### config.mk
export PLATFORM = sky130hd
export DESIGN_NAME = hazard_stall_ctrl
export DESIGN_NICKNAME = d
export VERILOG_FILES = /design/src/rtl/hazard_stall_ctrl.sv
export SDC_FILE = /design/constraint.sdc
export NUM_CORES = 1
export LEC_CHECK = 0
export ABC_AREA = 1
export CAP_MARGIN = 0
export CELL_PAD_IN_SITES_DETAIL_PLACEMENT = 2
export CELL_PAD_IN_SITES_GLOBAL_PLACEMENT = 2
export CORE_AREA = 4 4 83 85
export DETAILED_ROUTE_END_ITERATION = 12
export DIE_AREA = 0 0 87 89
export PLACE_DENSITY = 0.84
export SETUP_SLACK_MARGIN = 0.15
export SLEW_MARGIN = 25
export SYNTH_ARGS = -nofsm -noshare
export SYNTH_HDL_FRONTEND = slang
export SYNTH_SLANG_ARGS = --single-unit
### constraint.sdc
create_clock -name ip_clk -period 2.7 [get_ports ip_clk]
set_clock_uncertainty 0.2 [all_clocks]
set_input_delay 0.81 -clock ip_clk [delete_from_list [all_inputs] [get_ports ip_clk]]
set_output_delay 0.81 -clock ip_clk [all_outputs]
set_load 0.05 [all_outputs]
### src/rtl/hazard_stall_ctrl.sv
// Pipeline hazard controller: load-use and mult/div decode stalls, taken-branch
// flush of IF/ID and ID/EX, plus a saturating count of PC-stalled cycles.
module hazard_stall_ctrl #(
   parameter int MD_LAT = 4,
   parameter int CNT_W  = 16
) (
   input  logic             ip_clk,
   input  logic             ip_rst,
   input  logic             ip_ID_EX_MemRead,
   input  logic [4:0]       ip_ID_EX_dest,
   input  logic [4:0]       ip_DEC_RS,
   input  logic [4:0]       ip_DEC_RT,
   input  logic             ip_DEC_uses_rt,
   input  logic             ip_DEC_md_read,
   input  logic             ip_DEC_md_start,
   input  logic             ip_EX_md_start,
   input  logic             ip_EX_branch_taken,
   output logic             op_PC_write,
   output logic             op_IF_ID_write,
   output logic             op_IF_ID_flush,
   output logic             op_ID_EX_bubble,
   output logic             op_md_busy,
   output logic [CNT_W-1:0] op_stall_cycles
);

   localparam int MD_W = $clog2(MD_LAT + 1);
   localparam logic [MD_W-1:0] MD_LOAD = MD_W'(MD_LAT);

   logic [MD_W-1:0]  md_cnt;
   logic [CNT_W-1:0] stall_cnt;
   logic             lu_hazard;
   logic             md_hazard;

   // HI/LO become readable in the first cycle the counter is back at zero.
   always_ff @(posedge ip_clk or posedge ip_rst) begin
      if (ip_rst) begin
         md_cnt <= '0;
      end else if (ip_EX_md_start) begin
         md_cnt <= MD_LOAD;
      end else if (md_cnt != '0) begin
         md_cnt <= md_cnt - MD_W'(1);
      end
   end

   always_ff @(posedge ip_clk or posedge ip_rst) begin
      if (ip_rst) begin
         stall_cnt <= '0;
      end else if (!op_PC_write && (stall_cnt != '1)) begin
         stall_cnt <= stall_cnt + CNT_W'(1);
      end
   end

   assign op_md_busy      = (md_cnt != '0);
   assign op_stall_cycles = stall_cnt;

   always_comb begin
      lu_hazard = ip_ID_EX_MemRead && (ip_ID_EX_dest != 5'd0) &&
                  ((ip_ID_EX_dest == ip_DEC_RS) ||
                   (ip_DEC_uses_rt && (ip_ID_EX_dest == ip_DEC_RT)));
      md_hazard = op_md_busy && (ip_DEC_md_read || ip_DEC_md_start);
   end

   // A taken branch kills the decode instruction, so its stall request is moot.
   always_comb begin
      op_PC_write     = 1'b1;
      op_IF_ID_write  = 1'b1;
      op_IF_ID_flush  = 1'b0;
      op_ID_EX_bubble = 1'b0;
      if (ip_rst) begin
         op_PC_write = 1'b1;
      end else if (ip_EX_branch_taken) begin
         op_IF_ID_flush  = 1'b1;
         op_ID_EX_bubble = 1'b1;
      end else if (lu_hazard || md_hazard) begin
         op_PC_write     = 1'b0;
         op_IF_ID_write  = 1'b0;
         op_ID_EX_bubble = 1'b1;
      end
   end

endmodule
==> results of run 1 <==
[cell type report]
type,instances,area (um^2)
clock buffers,4,45.0
fillers,751,4070
inverters,33,139
multi-input cells,162,888
flip-flops and latches,19,475
well taps,77,96.3
repair buffers,50,487
[logic make-up after synthesis]
family,synth area share [%]
AO/OA/AOI/OAI,3.39
XOR/XNOR,6.08
adder cells (fa/ha/maj),2.60
buffers and inverters,11.5
flip-flops,33.0
AND/OR/NAND/NOR,43.4
[cells in the final DEF, fill, tap and decap left out, types with 8 or more instances in the layout]
cell and count:
nor2_1 14, dfrtp_1 19, nand3_1 10, nand2_1 71, buf_4 8, dlygate4sd2_1 14, buf_2 9, nand2_2 8
nand4_1 22, inv_1 25
[power groups by stage]
stage / logic (uW) / registers (uW) / clock network (uW)
after floorplan: 276 / 476 / 0
after global placement: 566 / 386 / 0
after detailed placement: 588 / 389 / 0
after CTS: 580 / 383 / 225
after global routing: 631 / 393 / 233
final: 576 / 381 / 222
[synthesized netlist by cell type (2+ instances only)]
cell type	n	area, um^2
nand3_1	10	50.1
a21oi_1	4	20.0
xnor2_1	3	26.3
nor2_1	17	63.8
nand4_1	22	138
nand2_1	80	300
ha_1	3	37.5
inv_1	33	124
buf_2	4	20.0
xor2_1	7	61.3
dfrtp_1	19	475
nor3_1	5	25.0
nor2_2	2	12.5
o21ai_0	3	15.0
[worst max-delay path: cells and delay by family]
family	cells	cell delay (ns)
simple gates	6	0.45
buf+inv	3	0.38
compound gates	1	0.17
[per-stage QoR]
stage	cells	setup slack, ns	total power [uW]	setup TNS, ns
after detailed placement	341	-0.591	977	-8.00
after global routing	345	-0.184	1260	-0.516
after CTS	345	-0.172	1190	-0.425
final	345	-0.111	1180	-0.317
after floorplan	221	-0.0132	752	-0.0201
after global placement	341	-0.535	952	-6.18
[flip-flops by register name, indices dropped and copies added, names as in the netlist]
| signal | flops |
|---|---|
| op_stall_cycles | 16 |
| md_cnt | 3 |
[layer usage]
metal  part of all wire [%]  vias up
li1                       -      798
met1                     42      810
met2                     51       45
met3                    5.1        9
met4                    1.8        0
met5                      0        -
[worst max path at each step]
stage                      from              end  slack, ns
3_3_place_gp   ip_ID_EX_dest[1]      op_PC_write      -0.53
3_5_place_dp   ip_ID_EX_dest[4]  op_ID_EX_bubble      -0.59
5_1_grt        ip_ID_EX_dest[1]  op_ID_EX_bubble      -0.18
2_1_floorplan  ip_ID_EX_dest[1]      op_PC_write      -0.01
6_report       ip_ID_EX_dest[1]  op_ID_EX_bubble      -0.11
4_1_cts        ip_ID_EX_dest[1]  op_ID_EX_bubble      -0.17
[what timing repair did]
| action | 4_1_cts | 5_1_grt |
|---|---|---|
| pin swaps | 22 | 10 |
| setup endpoints to repair | 28 | 21 |
| resized for setup | 84 | 16 |
==> metrics.md, run 1 <==
| Metric | Value |
|---|---|
| Total track usage | `14.1%` |
| YS warnings | `0` |
| Maximum vdd drop | `0.286 mV` |
| Required time of the critical path | `1.69 ns` |
| Startpoint Class | `input port` |
| Internal Dissipation | `644 uW` |
| Largest stage delay, worst path | `0.17 ns` |
| Worst min path class | `register to register` |
| Post-Syn Area | `0.00144 mm^2` |
| CP arrival | `1.80 ns` |
| Final Wtd Congestion | `0.757` |
| Clk sinks | `19` |
| FFs w/ async S/R, synth | `100%` |
| Largest net degree at the start of global routing | `22` |
| GR Util met3 | `2.21%` |
| Via count | `1662` |
| First-pass GRT wire length | `8.67 mm` |
| Reg power frac | `32.3%` |
| Vias in the first global route | `1840` |
| Static Leak | `0.00115 uW` |
| Clock-pin slew on the worst setup and hold paths | `0.08 ns` |
| Antenna violations before repair | `0` |
| Power per cell area | `553 mW/mm^2` |
| Post-route minimum period | `2.81 ns` |
| Worst hold stages | `1` |
| Root Driver | `clkbuf_8` |
| Status | `complete, but fails checks` |
| Iter 0 DRT Violations | `85` |
| Setup bufs post-CTS | `0` |
| Crit Path Max Fanout | `3` |
| CP Class | `input port to primary output` |
| # setup viols final | `3` |
| DIE AREA | `0.00774 mm^2` |
| Hold-fix buffers at CTS | `0` |
| Fin. Hold Viols | `0` |
| Congestion Overflow GR | `0` |
| RSZ-0062 raised after global routing | `yes` |
| Hold path start | `md_cnt[0]` |
| I/O Pins | `44` |
| Fmax | `356 MHz` |
| Initial Utilization | `23.2%` |
| Critical path, cell by cell | `buf_6, buf_8, nand2_2, nand2_1, nor2_1, nand3_1, nand2_1, nand2_2, a31oi_4, buf_12` |
| Number of synthesized flops with an enable pin | `0` |
| Worst skew pair latency | `0.27 ns` |
| Final period util | `104%` |
| CP endpoint kind | `primary output` |
| Final Max Tran Viols | `0` |
| Setup ws final | `-0.111 ns` |
| Crit Reg-Reg Startpoint | `md_cnt[0]` |
| Drt via density | `4.82` |
| Reg2reg path depth | `10` |
| # rows | `29` |
| Psw | `535 uW` |
| Sw frac | `45.4%` |
| Drt total wl | `5.22 mm` |
| Slew @ Worst Pin | `0.507 ns` |
| Mapped Cells | `221` |
| DR WL/cell | `15.1 um` |
| Ys flop type | `dfrtp_1` |
| Die Wd | `87 um` |
| Yosys cell types | `23` |
| Hold Path End | `md_cnt[0]` |
| Final net count | `295` |
| Fin area | `0.00213 mm^2` |
| Fin util | `34.3%` |
| Antenna-violating nets left | `0` |
| Max stage delay cell, worst path | `a31oi_4` |
| GRT met1 Usage | `16.0%` |
| H-tree depth | `1` |
| Post-synthesis sequential element count | `19` |
| Clock tree buffer depth | `2` |
| Die Height | `89 um` |
| Max-cap violations | `0` |
| Most used routing layer in global routing | `met2` |
| Worst hold slack | `0.271 ns` |
| Syn_area_per_cell | `6.52 um^2` |
| Register area share after synthesis | `33.0%` |
| Combinational share of power | `48.8%` |
| Slew HR | `66.1%` |
| Met2 Track Usage GR | `26.4%` |
| Core area | `0.00620 mm^2` |
| Post-synth net total | `247` |
| Dpl cell area | `0.00208 mm^2` |
| Port buffer count | `43` |
| FF-to-FF End | `op_stall_cycles[0]` |
| ANT cells | `0` |
| DRT Pass-1 Iters | `4` |
| HPWL Detailed | `4.01 mm` |
| Failing checks | `negative setup slack` |
| CTS tree | `yes` |
| P&R area growth vs syn | `47.8%` |
| TritonCTS buffer count | `3` |
| Reg2reg setup slack | `0.58 ns` |
| Clock share of power | `18.9%` |
| Remaining DRCs | `0` |
| Layout cells sized above 1 | `21.3%` |
(Power assumes the default switching activity.)
==> run 2: changes to the inputs <==
--- a/config.mk
+++ b/config.mk
@@ -14,7 +14,8 @@
 export DIE_AREA = 0 0 87 89
 export PLACE_DENSITY = 0.84
 export SETUP_SLACK_MARGIN = 0.15
-export SLEW_MARGIN = 25
+export SKIP_CTS_REPAIR_TIMING = 1
+export SLEW_MARGIN = 15
 export SYNTH_ARGS = -nofsm -noshare
 export SYNTH_HDL_FRONTEND = slang
 export SYNTH_SLANG_ARGS = --single-unit
==> constraint.sdc (replaced) <==
create_clock -name ip_clk -period 2.8 [get_ports ip_clk]
set_clock_uncertainty 0.2 [all_clocks]
set_input_delay 0.84 -clock ip_clk [delete_from_list [all_inputs] [get_ports ip_clk]]
set_output_delay 0.84 -clock ip_clk [all_outputs]
set_load 0.05 [all_outputs]
==> run 2 against run 1 <==
Net effect: the flow still finishes with violations (negative setup slack); sequential cell count did not move; final cell count unchanged; register-to-register slack gained 0.06 ns; setup slack worse by 0.028 ns; cell area is 1.2% higher; first-iteration DRC count decreased by 39%; sequential power is 3% lower; sequential share of layout area is 0.26 points lower; critical path depth did not move; critical path type unchanged; critical endpoint unchanged.
==> metrics.md, run 2 (synthesis gave the netlist of run 1 again) <==
| Metric | Value |
|---|---|
| Clock-pin slew on the worst setup and hold paths | `0.08 ns` |
| Overall Power | `1130 uW` |
| Hold Path End | `md_cnt[0]` |
| FF-to-FF End | `op_stall_cycles[6]` |
| Crit Reg-Reg Startpoint | `md_cnt[0]` |
| Final Max Tran Viols | `0` |
| Core area | `0.00620 mm^2` |
| # rows | `29` |
| ANT cells | `0` |
| Worst path bufs/invs | `3` |
| CP delay by family, top | `simple AND/OR/NAND/NOR gates` |
| I/O Pins | `44` |
| Commonest non-fill, non-tap cell in the layout | `nand2_1` |
| Total track usage | `14.0%` |
| Failing checks | `negative setup slack` |
| Congestion Overflow GR | `0` |
| Max reg flops | `16` |
| Fin. Hold Viols | `0` |
| CP Class | `input port to primary output` |
| Fill cell total of the finished layout | `731` |
| CP endpoint kind | `primary output` |
| Crit Path Max Fanout | `3` |
| Hold path start | `md_cnt[0]` |
| Reg2reg setup slack | `0.64 ns` |
| Status | `complete, but fails checks` |
| Via count | `1616` |
| # setup viols final | `3` |
| Max stage delay cell, worst path | `a31oi_4` |
| Footprint of the multi-input gates | `858 um^2` |
| Required time of the critical path | `1.76 ns` |
| Post-Layout Cell Count | `345` |
| CP Depth | `10` |
| Root Driver | `clkbuf_8` |
| Final Wtd Congestion | `0.781` |
| Vias in the first global route | `1796` |
| Port buffer count | `43` |
| Drt via density | `4.68` |
| Slew @ Worst Pin | `0.504 ns` |
| Antenna-violating nets left | `0` |
| Final period util | `105%` |
| Clk sinks | `19` |
| DR WL/cell | `14.7 um` |
| RSZ-0062 raised after global routing | `yes` |
| Critical path, cell by cell | `buf_6, buf_8, nand2_2, nand2_1, nor2_1, nand3_1, nand2_1, nand2_2, a31oi_4, buf_12` |
| Final net count | `295` |
| Worst hold stages | `1` |
| Post-route minimum period | `2.94 ns` |
| Static Leak | `0.00116 uW` |
| Largest net degree at the start of global routing | `22` |
| Fmax | `340 MHz` |
| Clock tree buffer depth | `2` |
| Max-cap violations | `0` |
| Worst skew pair latency | `0.26 ns` |
| Fin area | `0.00216 mm^2` |
| Antenna violations before repair | `0` |
| Setup ws final | `-0.139 ns` |
| Layout cells sized above 1 | `16.0%` |
| TritonCTS buffer count | `3` |
| Die Wd | `87 um` |
| Remaining DRCs | `0` |
| Startpoint Class | `input port` |
| Die Height | `89 um` |
| Power per cell area | `522 mW/mm^2` |
| Initial Utilization | `23.2%` |
| Drt total wl | `5.08 mm` |
| Post-Place Cells | `341` |
| FF/Latch Area | `475 um^2` |
| Reg2reg path depth | `10` |
| DRT Pass-1 Iters | `4` |
| Maximum vdd drop | `0.242 mV` |
| Worst hold slack | `0.267 ns` |
| CP arrival | `1.90 ns` |
| HPWL Detailed | `4.00 mm` |
| Worst min path class | `register to register` |
| DIE AREA | `0.00774 mm^2` |
| Most frequent cells in the layout | `nand2_1, inv_1, nand4_1` |
| Dpl cell area | `0.00207 mm^2` |
| Slew HR | `66.4%` |
| P&R area growth vs syn | `49.6%` |
| Iter 0 DRT Violations | `52` |
| H-tree depth | `1` |
| First-pass GRT wire length | `8.58 mm` |
| CTS tree | `yes` |
| Largest stage delay, worst path | `0.22 ns` |
[run 2: metrics by stage]
| step | utilization, % | TNS [ns] | setup slack, ns |
|---|---|---|---|
| floorplan | - | 0 | 0.0268 |
| global placement | 33.3 | -4.86 | -0.495 |
| detailed placement | 33.3 | -6.60 | -0.567 |
| CTS | 34.0 | -2.75 | -0.568 |
| global route | 34.7 | -0.565 | -0.229 |
| finish | 34.7 | -0.317 | -0.139 |
[run 2: worst max-delay path by stage]
stage,startpoint,endpoint,slack [ns]
5_1_grt,ip_ID_EX_dest[1],op_ID_EX_bubble,-0.23
3_3_place_gp,ip_ID_EX_dest[1],op_PC_write,-0.49
2_1_floorplan,ip_ID_EX_dest[1],op_PC_write,0.03
4_1_cts,ip_ID_EX_dest[4],op_ID_EX_bubble,-0.57
6_report,ip_ID_EX_dest[1],op_ID_EX_bubble,-0.14
3_5_place_dp,ip_ID_EX_dest[4],op_ID_EX_bubble,-0.57
[run 2: per-layer routing]
metal  track usage [%]  vias to the layer above  share of wire (%)
li1                  -                      798                  -
met1              15.7                      769                 41
met2              26.1                       42                 51
met3              3.04                        7                6.1
met4              4.67                        0                1.5
met5                 0                        -                  0
[run 2: area by class of cell]
class                           count  share of cell area (%)
Multi-Input combinational cell    162                    39.8
Timing Repair Buffer               50                    25.1
Sequential cell                    19                    22.1
Inverter                           33                    6.44
Tap cell                           77                    4.47
Clock buffer                        4                    2.09
[run 2: worst reg2reg max path, delay by kind of cell, from the launching register on]
| kind | cells | cell delay (ns) |
|---|---|---|
| buffers and inverters | 3 | 0.49 |
| AO/OA/AOI/OAI | 1 | 0.08 |
| AND/OR/NAND/NOR | 5 | 0.71 |
| flip-flops | 1 | 0.37 |
| adder cells (fa/ha/maj) | 1 | 0.20 |
[run 2: power breakdown]
group	switching, uW	internal, uW	total [uW]	leakage (uW)
Sequential	50.7	319	370	0.000255
Combinational	349	201	550	0.000882
Clock	104	102	205	0.0000228
Total	503	622	1130	0.00116
